## src/rtl/bp_cfg_sequencer.sv

```systemverilog
// bp_cfg_sequencer: serialises per-tile BlackParrot config writes onto one valid/ready link.
// Define BP_CFG_SEQ_UCODE_LOAD_EN to stream CCE microcode between CORE_ID and CCE_MODE.
module bp_cfg_sequencer #(
  parameter int num_core_p       = 1,
  parameter int cfg_addr_width_p = 16,
  parameter int cfg_data_width_p = 32,
  parameter int cce_ucode_els_p  = 256,
  parameter int cce_mode_p       = 1,
  localparam int core_w_lp = num_core_p > 1 ? $clog2(num_core_p) : 1,
  localparam int uc_w_lp   = cce_ucode_els_p > 1 ? $clog2(cce_ucode_els_p) : 1
) (
  input  logic                        clk_i,
  input  logic                        reset_n_i,
  input  logic                        start_i,
  output logic                        busy_o,
  output logic                        done_o,
  output logic                        cfg_v_o,
  input  logic                        cfg_ready_i,
  output logic [core_w_lp-1:0]        cfg_core_o,
  output logic [cfg_addr_width_p-1:0] cfg_addr_o,
  output logic [cfg_data_width_p-1:0] cfg_data_o,
  output logic                        ucode_r_v_o,
  output logic [uc_w_lp-1:0]          ucode_addr_o,
  input  logic [cfg_data_width_p-1:0] ucode_data_i
);
  typedef enum logic [2:0] {IDLE, FREEZE, CORE_ID, UC_RD, UC_WR, CCE_MODE, UNFREEZE, DONE} state_e;
  state_e                state_q;
  logic [core_w_lp-1:0]  core_q;
  logic                  last_core;
  logic [cfg_addr_width_p-1:0] uc_addr;
  logic [cfg_data_width_p-1:0] uc_data;
  assign last_core = core_q == core_w_lp'(num_core_p - 1);
`ifdef BP_CFG_SEQ_UCODE_LOAD_EN
  localparam state_e id_next_lp = UC_RD;
  logic [uc_w_lp-1:0]          idx_q;
  logic [cfg_data_width_p-1:0] hold_q;
  logic                        first_q;
  logic                        last_uc;
  assign last_uc = idx_q == uc_w_lp'(cce_ucode_els_p - 1);
  // ROM data is only valid in the first UC_WR cycle; later cycles replay the captured copy
  assign uc_data = first_q ? ucode_data_i : hold_q;
  assign uc_addr = cfg_addr_width_p'(16'h8000) | cfg_addr_width_p'(idx_q);
  assign ucode_r_v_o = state_q == UC_RD;
  assign ucode_addr_o = ucode_r_v_o ? idx_q : '0;
  always_ff @(posedge clk_i or negedge reset_n_i)
    if (!reset_n_i) begin
      idx_q   <= '0;
      hold_q  <= '0;
      first_q <= 1'b0;
    end else begin
      first_q <= state_q == UC_RD;
      if (state_q == UC_WR && first_q) hold_q <= ucode_data_i;
      if (state_q == UC_WR && cfg_ready_i) idx_q <= last_uc ? '0 : idx_q + 1'b1;
    end
`else
  localparam state_e id_next_lp = CCE_MODE;
  logic unused_ucode;
  assign unused_ucode = ^ucode_data_i;
  assign uc_data = '0;
  assign uc_addr = '0;
  assign ucode_r_v_o = 1'b0;
  assign ucode_addr_o = '0;
`endif
  always_ff @(posedge clk_i or negedge reset_n_i)
    if (!reset_n_i) begin
      state_q <= IDLE;
      core_q  <= '0;
    end else begin
      case (state_q)
        IDLE, DONE: if (start_i) begin
          state_q <= FREEZE;
          core_q  <= '0;
        end
        FREEZE:   if (cfg_ready_i) state_q <= CORE_ID;
        CORE_ID:  if (cfg_ready_i) state_q <= id_next_lp;
`ifdef BP_CFG_SEQ_UCODE_LOAD_EN
        UC_RD:    state_q <= UC_WR;
        UC_WR:    if (cfg_ready_i) state_q <= last_uc ? CCE_MODE : UC_RD;
`endif
        CCE_MODE: if (cfg_ready_i) state_q <= UNFREEZE;
        UNFREEZE: if (cfg_ready_i) begin
          state_q <= last_core ? DONE : FREEZE;
          if (!last_core) core_q <= core_q + 1'b1;
        end
        default:  state_q <= IDLE;
      endcase
    end
  assign busy_o     = state_q != IDLE && state_q != DONE;
  assign done_o     = state_q == DONE;
  assign cfg_v_o    = state_q inside {FREEZE, CORE_ID, UC_WR, CCE_MODE, UNFREEZE};
  assign cfg_core_o = core_q;
  always_comb begin
    cfg_addr_o = state_q == FREEZE || state_q == UNFREEZE ? cfg_addr_width_p'(16'h0001)
               : state_q == CORE_ID                       ? cfg_addr_width_p'(16'h0002)
               : state_q == CCE_MODE                      ? cfg_addr_width_p'(16'h0004)
               : state_q == UC_WR                         ? uc_addr
               :                                            '0;
    cfg_data_o = state_q == FREEZE   ? cfg_data_width_p'(1)
               : state_q == CORE_ID  ? cfg_data_width_p'(core_q)
               : state_q == CCE_MODE ? cfg_data_width_p'(cce_mode_p)
               : state_q == UC_WR    ? uc_data
               :                       '0;
  end
endmodule

```

## config.mk

```make
export PLATFORM = sky130hd
export DESIGN_NAME = bp_cfg_sequencer
export DESIGN_NICKNAME = d
export VERILOG_FILES = /design/src/rtl/bp_cfg_sequencer.sv
export SDC_FILE = /design/constraint.sdc
export NUM_CORES = 1
export LEC_CHECK = 0
export CAP_MARGIN = 20
export CORE_UTILIZATION = 24
export DETAILED_ROUTE_END_ITERATION = 7
export HOLD_SLACK_MARGIN = 0.15
export PLACE_DENSITY = 0.84
export SYNTH_ARGS = -nofsm -noshare
export SYNTH_HDL_FRONTEND = slang
export SYNTH_SLANG_ARGS = --single-unit
```

## constraint.sdc

```tcl
create_clock -name clk_i -period 2.3 [get_ports clk_i]
set_input_delay 0.46 -clock clk_i [delete_from_list [all_inputs] [get_ports clk_i]]
set_output_delay 0.46 -clock clk_i [all_outputs]
set_load 0.02 [all_outputs]
```

==> results.yml, run 1 <==
routing:
  wl_met3_um: 98
  avgRoutedWirePerCell_um: 6.016
  drtIter0Drc: 3
  vias_per_cell: 3.008
  ant_nets: 0
  wl_met1_um: 228
  wl_um: 740
  vias: 370
  route.detailed.drc: 0
  met2_length_um: 413
  top_layer_used: "met3"
  dr.pass1.iters: 3
clocking:
  cts_max_path_buffers: 2
  cts.sinks: 3
  cts_tree: "built"
  clk_pin_slew_ps: 40
  postCtsHoldBufs: 0
  cts_made_buffers: 3
  root_buffer: "clkbuf_4"
  htreeDepth: 1
  insertion_delay_ps: 230
worst_setup_path:
  critPathCaptureType: "output port"
  arrival_ps: 1700
  cp_cell_sequence: "nor2b_1, and2_1, clkdlybuf4s50_1"
  critPathSlowestCell: "clkdlybuf4s50_1"
  setup.worst_path.class: "flip-flop to output port"
  critPathLaunchType: "flip-flop"
  crit_required_ps: 1840
  cp_slowest_stage_delay_ps: 590
  path_max_fanout: 12
finish:
  area_delta_synth_final_pct: -10.30
  diodes: 0
  layout-drive-gt1-share_pct: 6.452
  largest_register: "state_q"
  largest_register_ffs: 3
  nNetsFinal: 130
  top_regs: "state_q (3)"
  final_area_sq_um: 566.8
power:
  leakagePower_nw: 0.3073
  finalPower_mw: 0.6241
  power_density_mw_per_mm2: 1101
  peakVddDrop_mv: 0.5236
timing:
  min_period_over_period_pct: 93.81
  finalHoldViolCount: 0
  setup_viol_count_final: 0
  period_needed_ps: 2158
  slew_viol_final: 0
  tns_ps: 0
  fin_ws_ps: 142.4
  finalClockSkew_ps: 5.175
  rsz0062_at_grt: "no"
  fmax_ghz: 0.4635
placed_design:
  dp_slack_ps: 329.9
  port_buffers: 10
  gp_congestion: 0.6637
  dpl_cell_area_sq_um: 539.3
  dp_hpwl_um: 601.5
logic_synthesis:
  syn_area_per_cell_sq_um: 7.613
  synth_simple_gate_area_share_pct: 10.69
  syn_inst: 83
  ys_warn_count: 0
  synth_top_cell_by_area: "buf_4"
  synth_fa_ha_area_share_pct: 0
  synth_top_family_by_area: "buffers and inverters"
  yosys.area_share.xor_xnor_pct: 0
  synthMuxAreaShare_pct: 0
  yosys_register_bits: 3
  synth_compound_area_share_pct: 8.317
  synth_area_leaders: "buf_4 (65%), dfrtp_1 (12%), nand2_1 (2.4%)"
  synth_area_sq_um: 631.9
  synth_top_area_share_pct: 65.35
  yosysSeqAreaShare_pct: 11.88
  synth_cell_types: 20
global_routing:
  grt_pass1_vias: 223
  grt_use_total_pct: 4.846
  grt_pass1_wl_um: 972
  antenna_found_initial: 0
  grt_max_degree: 13
  grt_overflow: 0
floorplanning:
  num_rows: 18
  start_util_pct: 25.51
  die_w_um: 53.31
  core_area_sq_mm: 0.002477
  die_h_um: 53.31
  die_area_sq_mm: 0.002842
  io_pins: 97
flow_run:
  maxCapViolCount: 0
hold_path:
  hold_class: "input pin to async pin"
run_status:
  status: "completed"
-- synthesized netlist by cell type, drive strengths merged --
cell type,instances
o21ai,1
and2,1
nor2,2
buf,57
dfrtp,3
nand2,4
a221oi,1
inv,1
a31oi,1
o22ai,2
and3,1
nor3,1
nor3b,1
a21oi,2
conb,1
nor2b,2
or2,1
a22o,1
-- worst max-delay path: cells and delay by family, from the launching register on --
family / cells / cell delay, ps
buffers and inverters: 1 / 590
AND/OR/NAND/NOR: 2 / 390
flip-flops: 1 / 480
-- final cells by class --
cell class / count / area [sq um]
Fill cell: 282 / 1911
Multi-Input combinational cell: 75 / 322.8
Timing Repair Buffer: 10 / 100.1
Sequential cell: 3 / 76.32
Tap cell: 30 / 37.54
Clock buffer: 4 / 26.28
Inverter: 1 / 3.754
-- kinds of logic (layout without fill, tap and decap cells) --
kind of cell / after synthesis / count (layout)
simple gates: 13 / 13
flops: 3 / 3
other cells: 1 / 54
compound gates: 8 / 8
buf+inv: 58 / 15
-- per-layer routing --
layer	GRT usage [%]	vias up
met5	0	-
met2	9.167	34
met3	2.011	0
li1	-	175
met1	4.209	161
met4	2.632	0
-- final timing paths --
check / startpoint / endpoint / slack [ps] / cells after the start
max: state_q[1]$_DFFE_PN0P_ / cfg_addr_o[2] / 140 / 3
min: reset_n_i / state_q[2]$_DFFE_PN0P_ / 410 / 1
max reg2reg: state_q[1]$_DFFE_PN0P_ / state_q[0]$_DFFE_PN0P_ / 1190 / 3
min reg2reg: state_q[0]$_DFFE_PN0P_ / state_q[2]$_DFFE_PN0P_ / 580 / 1
max in group asynchronous: reset_n_i / state_q[0]$_DFFE_PN0P_ / 1720 / 1
min in group clk_i: state_q[0]$_DFFE_PN0P_ / state_q[2]$_DFFE_PN0P_ / 580 / 1
-- power by group --
group / leakage, nW / total, mW / internal (mW) / switching, mW
Combinational: 0.256 / 0.393 / 0.162 / 0.231
Sequential: 0.0365 / 0.140 / 0.0782 / 0.0619
Clock: 0.0150 / 0.0912 / 0.0649 / 0.0263
Total: 0.307 / 0.624 / 0.305 / 0.319
-- layout by cell type (no fill, tap or decap) --
| master | Yosys | final |
|---|---|---|
| nand2_1 | 4 | 4 |
| clkbuf_1 | 0 | 1 |
| o22ai_1 | 2 | 2 |
| dfrtp_2 | 0 | 1 |
| a22o_2 | 1 | 1 |
| nor3_1 | 1 | 1 |
| a21oi_1 | 2 | 2 |
| dfrtp_1 | 3 | 2 |
| a31oi_1 | 1 | 1 |
| inv_1 | 1 | 1 |
| and2_1 | 1 | 1 |
| conb_1 | 1 | 54 |
| o21ai_0 | 1 | 1 |
| nor3b_1 | 1 | 1 |
| clkdlybuf4s50_1 | 0 | 10 |
| clkbuf_4 | 0 | 3 |
| a221oi_1 | 1 | 1 |
| nor2_1 | 2 | 2 |
| and3_2 | 1 | 1 |
| nor2b_1 | 2 | 2 |
| or2_0 | 1 | 1 |
-- stage by stage --
step,std cells,util (%),hold slack [ps]
finish,123,22.88,413.2
detailed placement,119,21.77,652.7
global route,123,22.88,419.7
global placement,119,21.77,646.1
floorplan,136,-,164.4
CTS,123,22.83,404.8
-- timing repair --
| action | in CTS | in global routing |
|---|---|---|
| gates resized for setup | 0 | 1 |
| setup endpoints to repair | 0 | 1 |
| setup buffers | 0 | 0 |
No activity file was read; power rests on OpenSTA's default activity.
==> run 2: changes to the inputs <==
Settings changed: CAP_MARGIN 20 to 10, CORE_UTILIZATION 24 to 23, PLACE_DENSITY 0.84 to 0.81.
Clock period 2.3 ns to 2.05 ns, I/O delays scaled along.
==> run 2 against run 1 <==
Effect of this change:
- count of clock-buffer cells in the layout stayed put
- power is 8.2% higher
- cell area is 1.5% higher
- critical path type unchanged
- largest power group unchanged
==> results.yml, run 2 (synthesis gave the netlist of run 1 again) <==
clocking:
  postCtsHoldBufs: 0
  htreeDepth: 1
  cts_tree: "built"
  cts.sinks: 3
  cts_max_path_buffers: 2
  cts_made_buffers: 3
  insertion_delay_ps: 230
  clk_pin_slew_ps: 40
  root_buffer: "clkbuf_4"
floorplanning:
  core_area_sq_mm: 0.002545
  num_rows: 18
  io_pins: 97
  die_h_um: 54.42
  die_area_sq_mm: 0.002961
  die_w_um: 54.42
  start_util_pct: 24.83
timing:
  slew_viol_final: 0
  tns_ps: 0
  finalHoldViolCount: 0
  finalClockSkew_ps: 1.666
  rsz0062_at_grt: "no"
  period_needed_ps: 1958
  setup_viol_count_final: 0
  fmax_ghz: 0.5106
  min_period_over_period_pct: 95.53
worst_setup_path:
  critPathCaptureType: "output port"
  setup.worst_path.class: "flip-flop to output port"
  cp_slowest_stage_delay_ps: 590
  reg2reg_to: "state_q[0]$_DFFE_PN0P_"
  r2r-start: "state_q[2]$_DFFE_PN0P_"
  arrival_ps: 1550
  ff2ff_path_depth: 3
  cp_cell_sequence: "and3_2, clkdlybuf4s50_1"
  critPathSlowestCell: "clkdlybuf4s50_1"
  r2r_slack_ps: 970
  critPathLaunchType: "flip-flop"
  path_max_fanout: 10
  crit_required_ps: 1640
finish:
  area_delta_synth_final_pct: -8.911
  diodes: 0
  largest_register_ffs: 3
  layout_common_cells: "conb_1 (54), clkdlybuf4s50_1 (5), nand2_1 (4), clkbuf_4 (3), dlymetal6s2s_1 (3)"
  largest_register: "state_q"
  layout-drive-gt1-share_pct: 8.602
  top_regs: "state_q (3)"
  nNetsFinal: 130
  layout.cells.non_filler: 123
  final_common_cell: "conb_1"
placed_design:
  gp_congestion: 0.6378
  placed_cells_incl_taps: 119
  dp_hpwl_um: 555.7
  port_buffers: 10
routing:
  avgRoutedWirePerCell_um: 5.756
  vias_per_cell: 3.049
  route.detailed.drc: 0
  dr.pass1.iters: 3
  drtIter0Drc: 1
  vias: 375
  wl_um: 708
  ant_nets: 0
flow_run:
  maxCapViolCount: 0
hold_path:
  hold_class: "input pin to async pin"
global_routing:
  grt_max_degree: 13
  grt_pass1_wl_um: 952
  grt_use_total_pct: 4.865
  antenna_found_initial: 0
  grt_overflow: 0
  grt_pass1_vias: 231
run_status:
  status: "completed"
power:
  peakVddDrop_mv: 0.4368
  power_density_mw_per_mm2: 1174
  leakagePower_nw: 0.3506
==> run 2: cell types whose count changed in the layout (fill, tap and decap cells not counted), sizes merged <==
cell and change:
dlygate4sd2 +2, clkdlybuf4s50 -5, dlymetal6s2s +3
==> run 2: timing repair <==
item / 4_1_cts / 5_1_grt
gates resized for setup: 5 / 3
cloned: 0 / 0
setup endpoints to repair: 4 / 3
setup buffers: 0 / 0
==> run 2: critical path: cells and delay by family, from the launching register on <==
| kind | cells | cell delay (ps) |
|---|---|---|
| buffers and inverters | 1 | 590 |
| DFF | 1 | 490 |
| and+or+nand+nor | 1 | 230 |
==> run 2: cell type report <==
class                      count  area (sq um)
clock buffer                   4         26.28
timing repair buffer          10         105.1
tap                           30         37.54
inverter                       1         3.754
fill                         280          1969
multi-input combinational     75         325.3
sequential                     3         77.57
==> run 2: worst max path at each step <==
| stage | from | slack, ps | end | cells after the start |
|---|---|---|---|---|
| after floorplan | state_q[1]$_DFFE_PN0P_ | 580 | cfg_addr_o[2] | 2 |
| after global placement | state_q[0]$_DFFE_PN0P_ | 180 | cfg_addr_o[2] | 3 |
| after detailed placement | state_q[0]$_DFFE_PN0P_ | 150 | cfg_addr_o[2] | 3 |
| after CTS | state_q[0]$_DFFE_PN0P_ | 20 | cfg_addr_o[2] | 3 |
| after global routing | state_q[2]$_DFFE_PN0P_ | 20 | done_o | 2 |
| final | state_q[2]$_DFFE_PN0P_ | 90 | done_o | 2 |
==> run 2: report_power, final <==
part	leakage, nW	internal, mW	total [mW]	switching, mW
sequential	0.0352	0.0895	0.159	0.0699
combinational	0.300	0.161	0.413	0.252
clock	0.0150	0.0729	0.104	0.0306
total	0.351	0.323	0.676	0.352
==> run 2: metal layers <==
layer	routed length (um)	global-route usage (%)	part of all wire, %
met1	203	4.078	29
met2	379	7.927	54
met3	112	1.667	16
met4	12	6.410	1.7
met5	0	0	0
==> run 2: metrics by stage <==
step | utilization [%] | power [mW] | setup slack (ps) | hold slack (ps) | cell area [sq um]
final | 22.62 | 0.6755 | 91.61 | 358.3 | 575.6
after global routing | 22.62 | 0.7470 | 19.60 | 355.8 | 575.6
after floorplan | - | 0.5430 | 575.8 | 114.4 | 830.8
after CTS | 22.32 | 0.6910 | 16.50 | 354.5 | 568.0
after global placement | 21.19 | 0.5822 | 178.0 | 602.6 | 539.3
after detailed placement | 21.19 | 0.5915 | 150.8 | 603.4 | 539.3
==> run 3: changes to the inputs <==
Settings changed: ABC_AREA from default to 1, ABC_CLOCK_PERIOD_IN_PS from default to 2050, PLACE_DENSITY 0.81 to 0.8, SKIP_LAST_GASP from default to 1.
==> run 3 against run 2 <==
Effect of this change:
- cell area increased by 4.8%
- critical path depth increased by 1
- sequential share of layout area decreased by 0.82 points
- sequential cell count unchanged
- sequential power decreased by 14%
- worst setup slack improved by 54 ps
- core utilization increased by 0.87 points
- via count increased by 11%
- maximum frequency increased by 2.8%
- wire length increased by 15%
- largest power group unchanged
==> results.yml, run 3 <==
timing:
  slew_viol_final: 0
  min_period_over_period_pct: 92.90
  rsz0062_at_grt: "no"
  finalClockSkew_ps: 0.9155
  tns_ps: 0
  setup_viol_count_final: 0
  finalHoldViolCount: 0
  fin_hold_ws_ps: 366.9
  period_needed_ps: 1904
  fmax_ghz: 0.5251
placed_design:
  gp_congestion: 0.6742
  dp_hpwl_um: 707.8
  dpl_cell_area_sq_um: 571.8
  port_buffers: 10
routing:
  route.detailed.drc: 0
  avgRoutedWirePerCell_um: 5.963
  drtIter0Drc: 10
  vias: 416
  vias_per_cell: 3.059
  dr.pass1.iters: 2
  wl_um: 811
  ant_nets: 0
finish:
  largest_register_ffs: 3
  layout_common_cells: "conb_1 (54), nand2_1 (16), inv_1 (4), nand3_1 (4), clkdlybuf4s50_1 (4)"
  postLayoutCoreUtil_pct: 23.49
  final_common_cell: "conb_1"
  final_area_sq_um: 603.1
  top_regs: "state_q (3)"
  area_delta_synth_final_pct: -6.589
  regArea_sq_um: 76.32
  diodes: 0
  multi_input_area_sq_um: 336.6
  nNetsFinal: 143
  n_fill_cell: 294
  layout-drive-gt1-share_pct: 7.547
  largest_register: "state_q"
logic_synthesis:
  ys_warn_count: 0
  synth_area_leaders: "buf_4 (63%), dfrtp_1 (12%), nand2_1 (9.3%)"
  synth_top_cell_by_area: "buf_4"
  yosys_register_bits: 3
  post-synth-top-count-cell: "buf_4"
  synth_top_area_share_pct: 62.79
  synth_ff_type: "dfrtp_1"
  synthTopCellsByCount: "buf_4 (54), nand2_1 (16), inv_1 (4), nand3_1 (4), dfrtp_1 (3)"
  synth_cell_types: 15
  synth-edff-count: 0
  synth_area_sq_um: 645.6
  synthArstFlopShare_pct: 100.0
  syn_inst: 94
  syn_area_per_cell_sq_um: 6.868
  yosysSeqAreaShare_pct: 11.63
clocking:
  insertion_delay_ps: 220
  postCtsHoldBufs: 0
  cts_made_buffers: 3
  root_buffer: "clkbuf_4"
  htreeDepth: 1
  clk_pin_slew_ps: 30
  cts_max_path_buffers: 2
  cts_setup_buffers: 0
  cts_tree: "built"
  cts.sinks: 3
floorplanning:
  num_rows: 18
  die_w_um: 54.98
  die_h_um: 54.98
  core_area_sq_mm: 0.002567
  die_area_sq_mm: 0.003023
  start_util_pct: 25.15
  io_pins: 97
global_routing:
  grt_pass1_vias: 276
  antenna_found_initial: 0
  grt_use_total_pct: 5.085
  grt_overflow: 0
  grt_pass1_wl_um: 1117
  grt_max_degree: 10
power:
  peakVddDrop_mv: 0.4608
  power_density_mw_per_mm2: 1203
  leakagePower_nw: 0.4132
worst_setup_path:
  crit_required_ps: 1640
  critPathLaunchType: "flip-flop"
  critPathCaptureType: "output port"
  arrival_ps: 1490
  path_max_fanout: 9
  setup.worst_path.class: "flip-flop to output port"
hold_path:
  hold_class: "input pin to async pin"
flow_run:
  maxCapViolCount: 0
run_status:
  status: "completed"
-- run 3: repair_timing --
item                                    4_1_cts  5_1_grt
resized for setup                             3        4
pin swaps                                     0        0
endpoints found under the setup margin        3        4
-- run 3: worst paths after layout --
path	startpoint	endpoint	slack, ps	cells after the start
min reg2reg	state_q[1]$_DFFE_PN0P_	state_q[1]$_DFFE_PN0P_	580	2
max	state_q[2]$_DFFE_PN0P_	done_o	150	3
min in group clk_i	state_q[1]$_DFFE_PN0P_	state_q[1]$_DFFE_PN0P_	580	2
max reg2reg	state_q[0]$_DFFE_PN0P_	state_q[1]$_DFFE_PN0P_	940	6
min	reset_n_i	state_q[0]$_DFFE_PN0P_	370	1
max in group asynchronous	reset_n_i	state_q[1]$_DFFE_PN0P_	1530	1
-- run 3: per-layer routing --
| layer | wire length, um | track usage, % |
|---|---|---|
| met4 | 0 | 1.250 |
| met1 | 268 | 5.825 |
| met5 | 0 | 0 |
| met3 | 107 | 2.186 |
| met2 | 436 | 8.635 |
-- run 3: metrics by stage --
stage               std cells  total power, mW  worst slack (ps)
floorplan                 147           0.5614             563.2
global placement          132           0.6502             185.4
detailed placement        132           0.6601             182.7
CTS                       136           0.7379             40.75
global route              136           0.8098             21.03
finish                    136           0.7256             145.6
-- run 3: critical path: stages (launching register included) --
cell             delay, ps
dfrtp_1                490
inv_2                   70
nor2_1                 100
clkdlybuf4s50_1        610
-- run 3: layout make-up --
| type | instances | share of cell area (%) |
|---|---|---|
| multi-input combinational | 83 | 55.81 |
| clock buffer | 4 | 4.357 |
| tap | 30 | 6.224 |
| timing repair buffer | 10 | 17.22 |
| sequential | 3 | 12.66 |
| inverter | 6 | 3.734 |
-- run 3: cell families after synthesis --
logic type,synth area share (%)
AOI/OAI and AO/OA,3.488
buffers and inverters,67.05
DFF,11.63
other,0.5808
and+or+nand+nor,17.25
-- run 3: power by group --
part           switching, mW  internal (mW)  leakage (nW)
combinational          0.332          0.158         0.361
sequential            0.0490         0.0878        0.0367
clock                 0.0255         0.0726        0.0150
